## src/rtl/risc_sequencer.sv

```systemverilog
// risc_sequencer: multi-cycle fetch/decode/execute controller for the A/B/C + ALU datapath.
// Latency: LOAD/ADD 3 cycles, NOP 2, READOUT 3 (zero-wait ack, consumer ready); HALT/illegal stop in DECODE.
// Backpressure: FETCH holds imem_req/imem_addr until imem_ack; OUT_WAIT holds out_valid until out_ready.
//
// Ports:
//   clk, rst            clock, asynchronous active-high reset
//   start               run request, sampled only in IDLE or HALT (restarts at pc=0)
//   imem_req/addr/ack/rdata  instruction fetch handshake; rdata used only with ack
//   opcode_out, exec_en one-cycle execute strobe with the opcode (opcode is zero otherwise)
//   imm_out             immediate field of the instruction register, always visible
//   out_valid/out_ready READOUT handshake
//   pc, busy, halted, illegal, retired  status
module risc_sequencer #(
  parameter int ADDR_W  = 8,
  parameter int INSTR_W = 16,
  parameter int DATA_W  = 8
) (
  input  logic               clk,
  input  logic               rst,
  input  logic               start,
  output logic               imem_req,
  output logic [ADDR_W-1:0]  imem_addr,
  input  logic               imem_ack,
  input  logic [INSTR_W-1:0] imem_rdata,
  output logic [5:0]         opcode_out,
  output logic [DATA_W-1:0]  imm_out,
  output logic               exec_en,
  output logic               out_valid,
  input  logic               out_ready,
  output logic [ADDR_W-1:0]  pc,
  output logic               busy,
  output logic               halted,
  output logic               illegal,
  output logic [15:0]        retired
);

  typedef enum logic [2:0] {
    S_IDLE     = 3'd0,
    S_FETCH    = 3'd1,
    S_DECODE   = 3'd2,
    S_EXEC     = 3'd3,
    S_OUT_WAIT = 3'd4,
    S_HALT     = 3'd5
  } state_t;

  localparam logic [5:0] OP_NOP     = 6'b000000;
  localparam logic [5:0] OP_LOADA   = 6'b000001;
  localparam logic [5:0] OP_LOADB   = 6'b000010;
  localparam logic [5:0] OP_ADD     = 6'b000011;
  localparam logic [5:0] OP_READOUT = 6'b000100;
  localparam logic [5:0] OP_HALT    = 6'b111111;

  localparam logic [ADDR_W-1:0] PC_ONE  = 1;
  localparam logic [15:0]       RET_ONE = 16'd1;

  state_t              r_state;
  state_t              w_next_state;
  logic [ADDR_W-1:0]   r_pc;
  logic [INSTR_W-1:0]  r_ir;
  logic                r_illegal;
  logic [15:0]         r_retired;

  logic [5:0]          w_opcode;
  logic                w_pc_clr;
  logic                w_pc_inc;   // also retires the current instruction
  logic                w_ir_load;
  logic                w_ill_set;
  logic                w_ill_clr;

  // Bits between the immediate and the opcode carry no meaning.
  logic                w_unused_ir;

  assign w_opcode    = r_ir[INSTR_W-1 -: 6];
  assign w_unused_ir = ^r_ir;

  // State register
  always_ff @(posedge clk or posedge rst) begin
    if (rst) begin
      r_state <= S_IDLE;
    end else begin
      r_state <= w_next_state;
    end
  end

  // Next state, datapath controls and Moore outputs
  always_comb begin
    w_next_state = r_state;
    w_pc_clr     = 1'b0;
    w_pc_inc     = 1'b0;
    w_ir_load    = 1'b0;
    w_ill_set    = 1'b0;
    w_ill_clr    = 1'b0;
    imem_req     = 1'b0;
    exec_en      = 1'b0;
    out_valid    = 1'b0;
    busy         = 1'b0;
    halted       = 1'b0;

    case (r_state)
      S_IDLE: begin
        if (start) begin
          w_pc_clr     = 1'b1;
          w_next_state = S_FETCH;
        end
      end
      S_FETCH: begin
        busy     = 1'b1;
        imem_req = 1'b1;
        if (imem_ack) begin
          w_ir_load    = 1'b1;
          w_next_state = S_DECODE;
        end
      end
      S_DECODE: begin
        busy = 1'b1;
        case (w_opcode)
          OP_LOADA, OP_LOADB, OP_ADD: w_next_state = S_EXEC;
          OP_READOUT:                 w_next_state = S_OUT_WAIT;
          OP_NOP: begin
            w_pc_inc     = 1'b1;
            w_next_state = S_FETCH;
          end
          // HALT leaves pc pointing at the HALT word itself.
          OP_HALT:                    w_next_state = S_HALT;
          default: begin
            w_ill_set    = 1'b1;
            w_next_state = S_HALT;
          end
        endcase
      end
      S_EXEC: begin
        busy         = 1'b1;
        exec_en      = 1'b1;
        w_pc_inc     = 1'b1;
        w_next_state = S_FETCH;
      end
      S_OUT_WAIT: begin
        busy      = 1'b1;
        out_valid = 1'b1;
        if (out_ready) begin
          w_pc_inc     = 1'b1;
          w_next_state = S_FETCH;
        end
      end
      S_HALT: begin
        halted = 1'b1;
        if (start) begin
          w_pc_clr     = 1'b1;
          w_ill_clr    = 1'b1;
          w_next_state = S_FETCH;
        end
      end
      default: w_next_state = S_IDLE;
    endcase
  end

  // Datapath registers; retired is cleared only by rst, never by start.
  always_ff @(posedge clk or posedge rst) begin
    if (rst) begin
      r_pc      <= '0;
      r_ir      <= '0;
      r_illegal <= 1'b0;
      r_retired <= '0;
    end else begin
      if (w_pc_clr) begin
        r_pc <= '0;
      end else if (w_pc_inc) begin
        r_pc <= r_pc + PC_ONE;
      end
      if (w_pc_inc) begin
        r_retired <= r_retired + RET_ONE;
      end
      if (w_ir_load) begin
        r_ir <= imem_rdata;
      end
      if (w_ill_set) begin
        r_illegal <= 1'b1;
      end else if (w_ill_clr) begin
        r_illegal <= 1'b0;
      end
    end
  end

  // The decoder must only see a real opcode during the execute strobe.
  assign opcode_out = exec_en ? w_opcode : 6'b000000;
  assign imm_out    = r_ir[DATA_W-1:0];
  assign imem_addr  = r_pc;
  assign pc         = r_pc;
  assign illegal    = r_illegal;
  assign retired    = r_retired;

endmodule

```

## config.mk

```make
export PLATFORM = sky130hd
export DESIGN_NAME = risc_sequencer
export DESIGN_NICKNAME = d
export VERILOG_FILES = /design/src/rtl/risc_sequencer.sv
export SDC_FILE = /design/constraint.sdc
export NUM_CORES = 1
export LEC_CHECK = 0
export CORE_AREA = 3 3 73 75
export DETAILED_ROUTE_END_ITERATION = 10
export DIE_AREA = 0 0 76 78
export GPL_TIMING_DRIVEN = 0
export MAX_ROUTING_LAYER = met4
export PLACE_DENSITY_LB_ADDON = 0.3
export SLEW_MARGIN = 20
export SYNTH_ARGS = -nofsm -noshare
export SYNTH_HDL_FRONTEND = slang
export SYNTH_SLANG_ARGS = --single-unit
```

## constraint.sdc

```tcl
create_clock -name clk -period 2.4 [get_ports clk]
set_input_delay 0.24 -clock clk [delete_from_list [all_inputs] [get_ports clk]]
set_output_delay 0.24 -clock clk [all_outputs]
set_load 0.005 [all_outputs]
```

# Word level (Yosys, flattened, before mapping)
# Cells that the tools add are included.
[totals]
inputBits = 21
ff_bits = 44
elab_cells = 54
[op_classes]
n_eq_ne = 13
n_reduce_logical = 9
add_sub_neg = 2
muxes = 25
[ops]
columns = ["cell", "count"]
rows = [
  ["adder 16 x 1 -> 16 bit, second input constant", 1],
  ["two-way mux 1 bit", 16],
  ["two-way mux 8 bit", 2],
  ["one-hot mux 3 bit (5 select lines)", 1],
  ["equality test 6 x 2 -> 1 bit, second input constant", 2],
  ["two-way mux 3 bit", 3],
  ["one-hot mux 3 bit (3 select lines)", 1],
  ["adder 8 x 1 -> 8 bit, second input constant", 1],
  ["equality test 3 x 2 -> 1 bit, second input constant", 2],
  ["equality test 3 bit, second input constant", 2],
  ["equality test 6 x 1 -> 1 bit, second input constant", 1],
  ["equality test 6 x 3 -> 1 bit, second input constant", 1],
  ["equality test 6 bit, second input constant", 1],
  ["logical NOT 6 bit", 1],
  ["two-way mux 6 bit", 1],
  ["OR reduction 6 bit", 1],
  ["inequality test 2 bit, second input constant", 2],
  ["nonzero test 2 bit", 2],
  ["OR reduction 4 bit", 1],
  ["equality test 3 x 1 -> 1 bit, second input constant", 1],
  ["logical NOT 3 bit", 1],
  ["one-hot mux 1 bit (3 select lines)", 1],
  ["AND reduction 3 bit", 1],
  ["OR reduction 3 bit", 1],
  ["2 further kinds", 2],
]

# Depth between registers and ports, before layout
# Gate-level depths: netlist of run 1.
[logic_depth]
ltp_word = 5
mapped_depth = 6
mapped_depth_nobuf = 5

# Least setup slack after synthesis of run 1
# Ideal clock, no wire load.
[synth_path]
path_type = "flip-flop to flip-flop"
start = "register r_state[2]"
end = "register r_ir[0]"
setup_ns = 0.125
stages_incl_launch_ff = 6
path_slack_ns = 0.673
arrival_time_ns = 1.602
path_buffers = 2
path_cell_list = "dfrtp_1 clkbuf_1 nand2b_1 nor2_1 buf_2 mux2_2"
[synth_via]
elab_chain_cells = 2
[synth_rtl]
columns = ["element", "line_no", "source"]
rows = [
  ["start, declared", "56", "state_t r_state;"],
  ["start signal, assigned", "81", "r_state <= w_next_state;"],
  ["equality test 3 x 1 -> 1 bit", "99", "case (r_state)"],
  ["two-way mux 1 bit", "99", ""],
  ["end signal, assigned", "174", "r_ir <= imem_rdata;"],
  ["end, declared", "59", "logic [INSTR_W-1:0] r_ir;"],
]
# No other way between the ends.
# A chain may end at the register's enable or synchronous reset.

# Final worst setup path of run 1
[layout_path]
start = "register r_state[0]"
end = "output halted"
[layout_via]
elab_chain_cells = 2
[layout_rtl]
columns = ["element", "line_no", "source"]
rows = [
  ["equality test 3 bit", "99", ""],
  ["two-way mux 1 bit", "99", ""],
  ["end, declared", "32", "output logic halted,"],
]
# No other way between the ends.

==> metrics.yaml, run 1 <==
status:
  outcome: "complete, no violations"
logic_synthesis:
  synth_area_um2: 2190
  synth_flop_cell: "dfrtp_1"
  synth_top_family_by_area: "simple AND/OR/NAND/NOR gates"
  synth-seq-cells: 42
  ys_seq_area_share_pct: 48.0
  synth_compound_area_share_pct: 6.40
  synth_edf_count: 0
  ys_warn_count: 0
  ys_top_cells_by_count: "dfrtp_1 (42), buf_4 (16), nand2_1 (15), mux2_2 (14), a21oi_1 (10)"
  ys_top_cells_by_area: "dfrtp_1 (48%), mux2_2 (7.2%), buf_4 (5.5%)"
  synthMuxAreaShare_pct: 8.12
  netlist-cell-type-count: 40
  post-synth-top-count-cell: "dfrtp_1"
  avgSynthCellArea_um2: 10.8
  synth_xor_area_share_pct: 7.20
  synthAdderAreaFrac_pct: 1.14
  async_reset_ff_share_pct: 100
  synth_top_cell_area_share_pct: 48.0
  syn_nets: 226
  synth_top_cell_by_area: "dfrtp_1"
  syn_inst: 203
  synth-simple-area-share_pct: 21.4
flow_run:
  cap_viol_max_count: 0
cts:
  cts.sinks: 42
  cts-hold-fix-buffers: 0
  cts_setup_buffers: 0
  clk_latency_ps: 290
  clkTransAtPathRegs_ps: 80
  root_buffer: "clkbuf_8"
  cts_max_level: 2
  cts_buffers: 5
  cts_tree: "done"
  cts_resized: 0
  cts.path.max_buffers: 2
worst_setup_path:
  worstPathMaxFanout: 10
  r2r-start: "r_state[2]$_DFFE_PP0P_"
  crit_start: "r_state[0]$_DFFE_PP0P_"
  cpPeakStageDelay_ps: 500
  cp.arrival_ps: 1870
  crit_required_ps: 2160
  worst_setup_path_start_kind: "register"
  slowest_stage: "clkdlybuf4s50_1"
  worstSetupPathType: "reg -> out"
  path_cells: "clkbuf_1 -> nor2b_1 -> and2_1 -> clkdlybuf4s50_1"
  crit_path_end_kind: "output pin"
power_and_ir_drop:
  irDropWorstVdd_mv: 0.524
  power_density_nw_per_um2: 933
  p_sw_mw: 0.931
  design_power_total_mw: 2.89
  p_leak_nw: 1.32
  p_int_mw: 1.96
  switching_share_pct: 32.1
  p_comb_share_pct: 43.4
  clkPwrFrac_pct: 18.9
  p_seq_share_pct: 37.8
floorplanning:
  dieWidth_um: 76
  start_util_pct: 46.3
  die_h_um: 78
  rows: 25
  design.die.area_um2: 5930
  fp.coreArea_um2: 4720
  boundaryPins: 73
global_route:
  gr-usage-met1_pct: 20.9
  grt_max_degree: 26
  grt_busiest_layer: "met2"
  met3_usage_pct: 3.36
  met2_usage_pct: 29.0
  track_usage_pct: 17.1
  antenna_found_initial: 0
  gr-total-overflow: 0
  grt_pass1_vias: 1665
  grt_pass1_wl_um: 7960
cells_and_area:
  antenna_cells: 0
  area_delta_synth_final_pct: 41.7
  nets: 304
  drive_above_1_share_pct: 18.4
detailed_routing:
  dr.pass1.iters: 4
  drc: 0
  avgRoutedWirePerCell_um: 13.5
  routed_via_density: 4.90
  dr.first_iter.drc_count: 83
  vias: 1711
  antenna_left: 0
  wl_um: 4730
sta:
  hold_viol_final: 0
  period_minus_slack_ps: 2110
  relSlewSlack_pct: 35.5
  rsz0062_at_grt: "false"
  maxSlewViolCount: 0
  fmax_mhz: 473
  clock_skew_ps: 6.63
  min_period_over_period_pct: 88.0
  tns_ps: 0
  tightest_slew_ps: 966
  setup_violations: 0
place:
  dp_hpwl_um: 3510
  port-buffer-count: 70
  place_congestion: 0.841
worst_hold_path:
  hold_path_class: "in -> async"
## worst max-delay path: cells and delay by family (launching register included)
family / cells / cell delay, ps
and+or+nand+nor: 2 / 370
buffers and inverters: 2 / 850
DFF: 1 / 370
## worst paths after layout
kind,to,slack (ps),cells after the start
min in group clk,retired[15]$_DFFE_PP0P_,470,1
setup reg to reg,r_ir[4]$_DFFE_PP0P_,380,5
hold reg to reg,retired[15]$_DFFE_PP0P_,470,1
hold / removal,r_ir[7]$_DFFE_PP0P_,260,2
max in group asynchronous,retired[4]$_DFFE_PP0P_,1690,3
setup / recovery,halted,290,4
## stage by stage
stage / cell area, um2 / instances / setup slack (ps) / hold WS (ps) / utilization (%)
floorplan: 2190 / 203 / 673 / 390 / -
global placement: 2970 / 340 / 294 / 458 / 62.9
detailed placement: 2990 / 341 / 291 / 469 / 63.4
CTS: 3100 / 349 / 279 / 263 / 65.7
global route: 3100 / 349 / 161 / 286 / 65.7
finish: 3100 / 349 / 287 / 256 / 65.7
## routing by layer
layer / vias to the layer above / wire, um
li1: 854 / -
met1: 814 / 2120
met2: 38 / 2380
met3: 5 / 166
met4: 0 / 59
met5: - / 0
## flip-flops by register name, indices dropped and copies added, names as in the netlist
signal	count
retired	16
r_ir	14
imem_addr	8
r_state	3
illegal	1
## power by group through the flow
stage          logic, mW  registers (mW)  clock network [mW]
2_1_floorplan      0.739            1.07                   0
3_3_place_gp        1.24            1.10                   0
3_5_place_dp        1.27            1.11                   0
4_1_cts             1.27            1.10               0.563
5_1_grt             1.37            1.13               0.594
6_report            1.25            1.09               0.546
## logic make-up after synthesis
group | Yosys count
compound gates | 22
mux | 16
flops | 42
xor+xnor | 18
buf+inv | 27
simple gates | 76
fa+ha+maj | 2
## area by class of cell
type                       instances  area [um2]
clock inverter                     3        40.0
inverter                           4        15.0
multi-input combinational        134         970
clock buffer                       5        68.8
buffer                            23         153
sequential                        42        1050
tap                               67        83.8
timing repair buffer              71         721
fill                             376        1620
## layout by cell type, fill, tap and decap left out, drive strengths merged, types with 6 or more instances in the layout
cell and count:
a21oi 10, and2 8, buf 22, clkbuf 7
clkdlybuf4s50 70, dfrtp 42, mux2 14, nand2 15
nand3 7, nand4 6, nor2 7, xnor2 9
xor2 9
(Power assumes the default switching activity.)
==> inputs of run 2 (changes only) <==
SLEW_MARGIN = 40   (was 20)
==> metrics.yaml, run 2 (same netlist as run 1, synthesis figures left out) <==
power_and_ir_drop:
  p_leak_nw: 1.31  # -0.52%
  clkPwrFrac_pct: 19.2  # +0.3 points
  irDropWorstVdd_mv: 0.522  # -0.40%
  p_comb_share_pct: 43.3  # about the same
  power_density_nw_per_um2: 944  # +1.2%
  p_sw_mw: 0.953  # +2.4%
  switching_share_pct: 32.7  # +0.53 points
  p_int_mw: 1.96  # about the same
  p_seq_share_pct: 37.5  # -0.3 points
sta:
  period_minus_slack_ps: 2120  # +9.14 ps
  setup_ws_ps: 278  # -9.14 ps
  setup_violations: 0  # unchanged
  relSlewSlack_pct: 64.1  # +29 points
  clock_skew_ps: 6.02  # -0.607 ps
  hold_viol_final: 0  # unchanged
  min_period_over_period_pct: 88.4  # +0.38 points
  maxSlewViolCount: 0  # unchanged
  tns_ps: 0  # unchanged
  rsz0062_at_grt: "false"
  fin_hold_ws_ps: 354  # +98.2 ps
  tightest_slew_ps: 535  # -431 ps
  fmax_mhz: 471  # -0.43%
global_route:
  grt_pass1_wl_um: 7960  # unchanged
  track_usage_pct: 17.3  # +0.21 points
  gr-total-overflow: 0  # unchanged
  antenna_found_initial: 0  # unchanged
  grt_pass1_vias: 1657  # -0.48%
  grt_max_degree: 43  # +65%
cells_and_area:
  fin_util_pct: 65.4  # -0.26 points
  drive_above_1_share_pct: 18.5  # +0.066 points
  mostFrequentLayoutCells: "clkdlybuf4s50_1 (70), dfrtp_1 (42), buf_4 (16), nand2_1 (15), mux2_2 (14)"
  area_delta_synth_final_pct: 41.2
  nets: 303  # -0.33%
  multi_input_area_um2: 975  # +0.52%
  largest_register_ffs: 16  # unchanged
  layout_commonest_cell: "clkdlybuf4s50_1"
  fillers: 393  # +4.5%
  final-seq-area_um2: 1050  # unchanged
  antenna_cells: 0  # unchanged
worst_setup_path:
  worstSetupPathType: "reg -> out"
  worstPathMaxFanout: 10  # unchanged
  worst_setup_path_start_kind: "register"
  cp.arrival_ps: 1880  # about the same
  r2r_cells: 5  # unchanged
  crit_required_ps: 2160  # about the same
  crit_path_end_kind: "output pin"
detailed_routing:
  antenna_left: 0  # unchanged
  dr.first_iter.drc_count: 79  # -4.8%
  avgRoutedWirePerCell_um: 13.8  # +1.9%
  drc: 0  # unchanged
  wl_um: 4800  # +1.6%
  vias: 1737  # +1.5%
  dr.pass1.iters: 4  # unchanged
  routed_via_density: 4.99  # +1.8%
place:
  dp_hpwl_um: 3470  # -1.2%
  dp_slack_ps: 293  # +1.88 ps
  place_congestion: 0.841  # unchanged
  port-buffer-count: 70  # unchanged
cts:
  clkTransAtPathRegs_ps: 90  # about the same
  cts.path.max_buffers: 2  # unchanged
  cts.sinks: 42  # unchanged
  cts_resized: 0  # unchanged
  cts-hold-fix-buffers: 0  # unchanged
  clk_latency_ps: 290  # about the same
  cts_buffers: 5  # unchanged
  root_buffer: "clkbuf_8"
  cts_tree: "done"
  cts_setup_buffers: 0  # unchanged
  cts_max_level: 2  # unchanged
floorplanning:
  die_h_um: 78  # unchanged
  start_util_pct: 46.3  # unchanged
  rows: 25  # unchanged
  boundaryPins: 73  # unchanged
  dieWidth_um: 76  # unchanged
  design.die.area_um2: 5930  # unchanged
  fp.coreArea_um2: 4720  # unchanged
status:
  outcome: "complete, no violations"
flow_run:
  cap_viol_max_count: 0  # unchanged
worst_hold_path:
  hold_path_class: "in -> async"
[run 2: worst max-delay path, stage by stage (launching register included)]
cell and delay [ps]:
dfrtp_1 370, clkbuf_1 350, nor2b_1 220, and2_1 160, clkdlybuf4s50_1 500
[run 2: final timing paths]
| kind | start | end | slack [ps] |
|---|---|---|---|
| min in group clk | retired[15]$_DFFE_PP0P_ | retired[15]$_DFFE_PP0P_ | 470 |
| max | r_state[0]$_DFFE_PP0P_ | halted | 280 |
| min | rst | retired[14]$_DFFE_PP0P_ | 350 |
| max reg2reg | r_state[0]$_DFFE_PP0P_ | r_ir[4]$_DFFE_PP0P_ | 370 |
| max in group asynchronous | rst | retired[10]$_DFFE_PP0P_ | 1700 |
| min reg2reg | retired[15]$_DFFE_PP0P_ | retired[15]$_DFFE_PP0P_ | 470 |
[run 2: per-layer routing]
| layer | vias up | GRT usage, % | wire, um | share of wire (%) |
|---|---|---|---|---|
| met5 | - | - | 0 | 0 |
| met4 | 0 | 3.80 | 51 | 1.1 |
| met3 | 7 | 4.41 | 178 | 3.7 |
| met2 | 45 | 28.9 | 2420 | 50 |
| met1 | 833 | 21.3 | 2160 | 45 |
| li1 | 852 | - | - | - |
[run 2: power groups by stage]
stage | clock, mW | sequential [mW] | combinational, mW
after floorplan | 0 | 1.07 | 0.739
after global placement | 0 | 1.10 | 1.24
after detailed placement | 0 | 1.11 | 1.28
after CTS | 0.566 | 1.10 | 1.28
after global routing | 0.597 | 1.13 | 1.38
final | 0.559 | 1.09 | 1.26
[run 2: final cells by class]
type                    instances  area share (%)
flip-flops and latches         42            34.0
multi-input cells             134            31.6
repair buffers                 70            22.7
plain buffers                  23            4.94
well taps                      67            2.71
clock buffers                   5            2.23
clock inverters                 3            1.30
inverters                       4           0.567
[run 2: metrics by stage]
step	instance area, um2	power (mW)	std cells
after floorplan	2190	1.81	203
after global placement	2970	2.34	340
after detailed placement	2980	2.39	340
after CTS	3090	2.94	348
after global routing	3090	3.11	348
final	3090	2.92	348
==> inputs of run 3 (changes only) <==
CORE_AREA = 2 2 72 74   (was 3 3 73 75)
DIE_AREA = 0 0 74 76   (was 0 0 76 78)
==> metrics.yaml, run 3 (same netlist as run 1, synthesis figures left out) <==
status:
  outcome: "complete, no violations"
sta:
  relSlewSlack_pct: 62.5  # -1.7 points
  rsz0062_at_grt: "false"
  maxSlewViolCount: 0  # unchanged
  fmax_mhz: 464  # -1.5%
  period_minus_slack_ps: 2160  # +33.2 ps
  min_period_over_period_pct: 89.8  # +1.4 points
  hold_viol_final: 0  # unchanged
  clock_skew_ps: 4.25  # -1.77 ps
  tns_ps: 0  # unchanged
  tightest_slew_ps: 561  # +25.2 ps
  setup_violations: 0  # unchanged
detailed_routing:
  dr.pass1.iters: 4  # unchanged
  avgRoutedWirePerCell_um: 12.8  # -7.1%
  routed_via_density: 4.90  # -1.9%
  wl_um: 4500  # -6.3%
  drc: 0  # unchanged
  dr.first_iter.drc_count: 77  # -2.5%
  vias: 1719  # -1.0%
  antenna_left: 0  # unchanged
cts:
  cts_setup_buffers: 0  # unchanged
  cts_resized: 0  # unchanged
  cts.sinks: 42  # unchanged
  clkTransAtPathRegs_ps: 70  # -20 ps
  cts_max_level: 2  # unchanged
  cts-hold-fix-buffers: 0  # unchanged
  cts_tree: "done"
  cts.path.max_buffers: 2  # unchanged
  cts_buffers: 5  # unchanged
  clk_latency_ps: 280  # about the same
  root_buffer: "clkbuf_8"
cells_and_area:
  drive_above_1_share_pct: 18.1  # -0.36 points
  finalInstanceArea_um2: 3080  # -0.45%
  layout_commonest_cell: "clkdlybuf4s50_1"
  antenna_cells: 0  # unchanged
  fin_util_pct: 62.6  # -2.8 points
  nets: 303  # unchanged
  largest_register_ffs: 16  # unchanged
  mostFrequentLayoutCells: "clkdlybuf4s50_1 (70), dfrtp_1 (42), buf_4 (16), nand2_1 (15), mux2_2 (14)"
  fillers: 417  # +6.1%
  area_delta_synth_final_pct: 40.5
floorplanning:
  start_util_pct: 44.5  # -1.8 points
  dieWidth_um: 74  # -2.6%
  design.die.area_um2: 5620  # -5.1%
  fp.coreArea_um2: 4910  # +4.0%
  rows: 26  # +4.0%
  die_h_um: 76  # -2.6%
  boundaryPins: 73  # unchanged
worst_setup_path:
  worstSetupPathType: "reg -> out"
  crit_required_ps: 2160  # about the same
  cp.arrival_ps: 1920  # +40 ps
  worst_setup_path_start_kind: "register"
  worstPathMaxFanout: 10  # unchanged
  crit_path_end_kind: "output pin"
power_and_ir_drop:
  p_leak_nw: 1.30  # -0.74%
  power_density_nw_per_um2: 913  # -3.3%
  irDropWorstVdd_mv: 0.603  # +15%
global_route:
  track_usage_pct: 16.9  # -0.39 points
  grt_pass1_vias: 1575  # -4.9%
  grt_pass1_wl_um: 7370  # -7.4%
  antenna_found_initial: 0  # unchanged
  grt_max_degree: 43  # unchanged
  gr-total-overflow: 0  # unchanged
worst_hold_path:
  hold_path_class: "in -> async"
place:
  placed_cell_area_um2: 2980  # +0.13%
  place_congestion: 0.765  # -9.0%
  dp_hpwl_um: 3290  # -5.2%
  port-buffer-count: 70  # unchanged
flow_run:
  cap_viol_max_count: 0  # unchanged
## run 3: cell types whose count changed in the layout (fill, tap and decap cells not counted)
cell       before  now
bufinv_16       1    0
clkbuf_1        2    3
clkbuf_8        5    6
clkinv_2        2    1
## run 3: power breakdown
group	total [mW]	internal, mW	switching [mW]
logic	1.25	0.755	0.498
clock network	0.456	0.232	0.224
registers	1.10	0.902	0.198
total	2.81	1.89	0.919
## run 3: path summary, 6_finish.rpt
kind / from / to / slack [ps] / depth (start not counted)
min: rst / retired[10]$_DFFE_PP0P_ / 340 / 2
max reg2reg: r_state[0]$_DFFE_PP0P_ / r_ir[4]$_DFFE_PP0P_ / 390 / 5
max in group asynchronous: rst / r_ir[13]$_DFFE_PP0P_ / 1700 / 2
min reg2reg: retired[15]$_DFFE_PP0P_ / retired[15]$_DFFE_PP0P_ / 470 / 1
max: r_state[0]$_DFFE_PP0P_ / halted / 240 / 4
min in group clk: retired[15]$_DFFE_PP0P_ / retired[15]$_DFFE_PP0P_ / 470 / 1
## run 3: critical path, cell delays in order, from the launching register on
cell and delay [ps]:
dfrtp_1 360, clkbuf_1 370, nor2b_1 230, and2_1 170
clkdlybuf4s50_1 500
## run 3: layout make-up
type	instances	area [um2]	area share (%)
flip-flops and latches	42	1050	34.2
multi-input cells	134	975	31.7
repair buffers	70	701	22.8
plain buffers	23	153	4.96
well taps	70	87.6	2.85
clock buffers	7	86.3	2.81
inverters	4	17.5	0.570
clock inverters	1	5.00	0.163
## run 3: stage by stage
step	instances	setup slack (ps)	hold slack [ps]	total power, mW
finish	351	245	343	2.81
global route	351	104	394	3.01
CTS	351	260	368	2.84
detailed placement	343	341	462	2.37
global placement	343	326	460	2.33
floorplan	203	673	390	1.81
## run 3: metal layers
| metal | global-route usage (%) | part of all wire [%] | vias to the layer above |
|---|---|---|---|
| met1 | 23.3 | 46 | 795 |
| li1 | - | - | 858 |
| met4 | 3.27 | 0.33 | 0 |
| met5 | - | 0 | - |
| met2 | 25.4 | 47 | 64 |
| met3 | 4.50 | 7.6 | 2 |
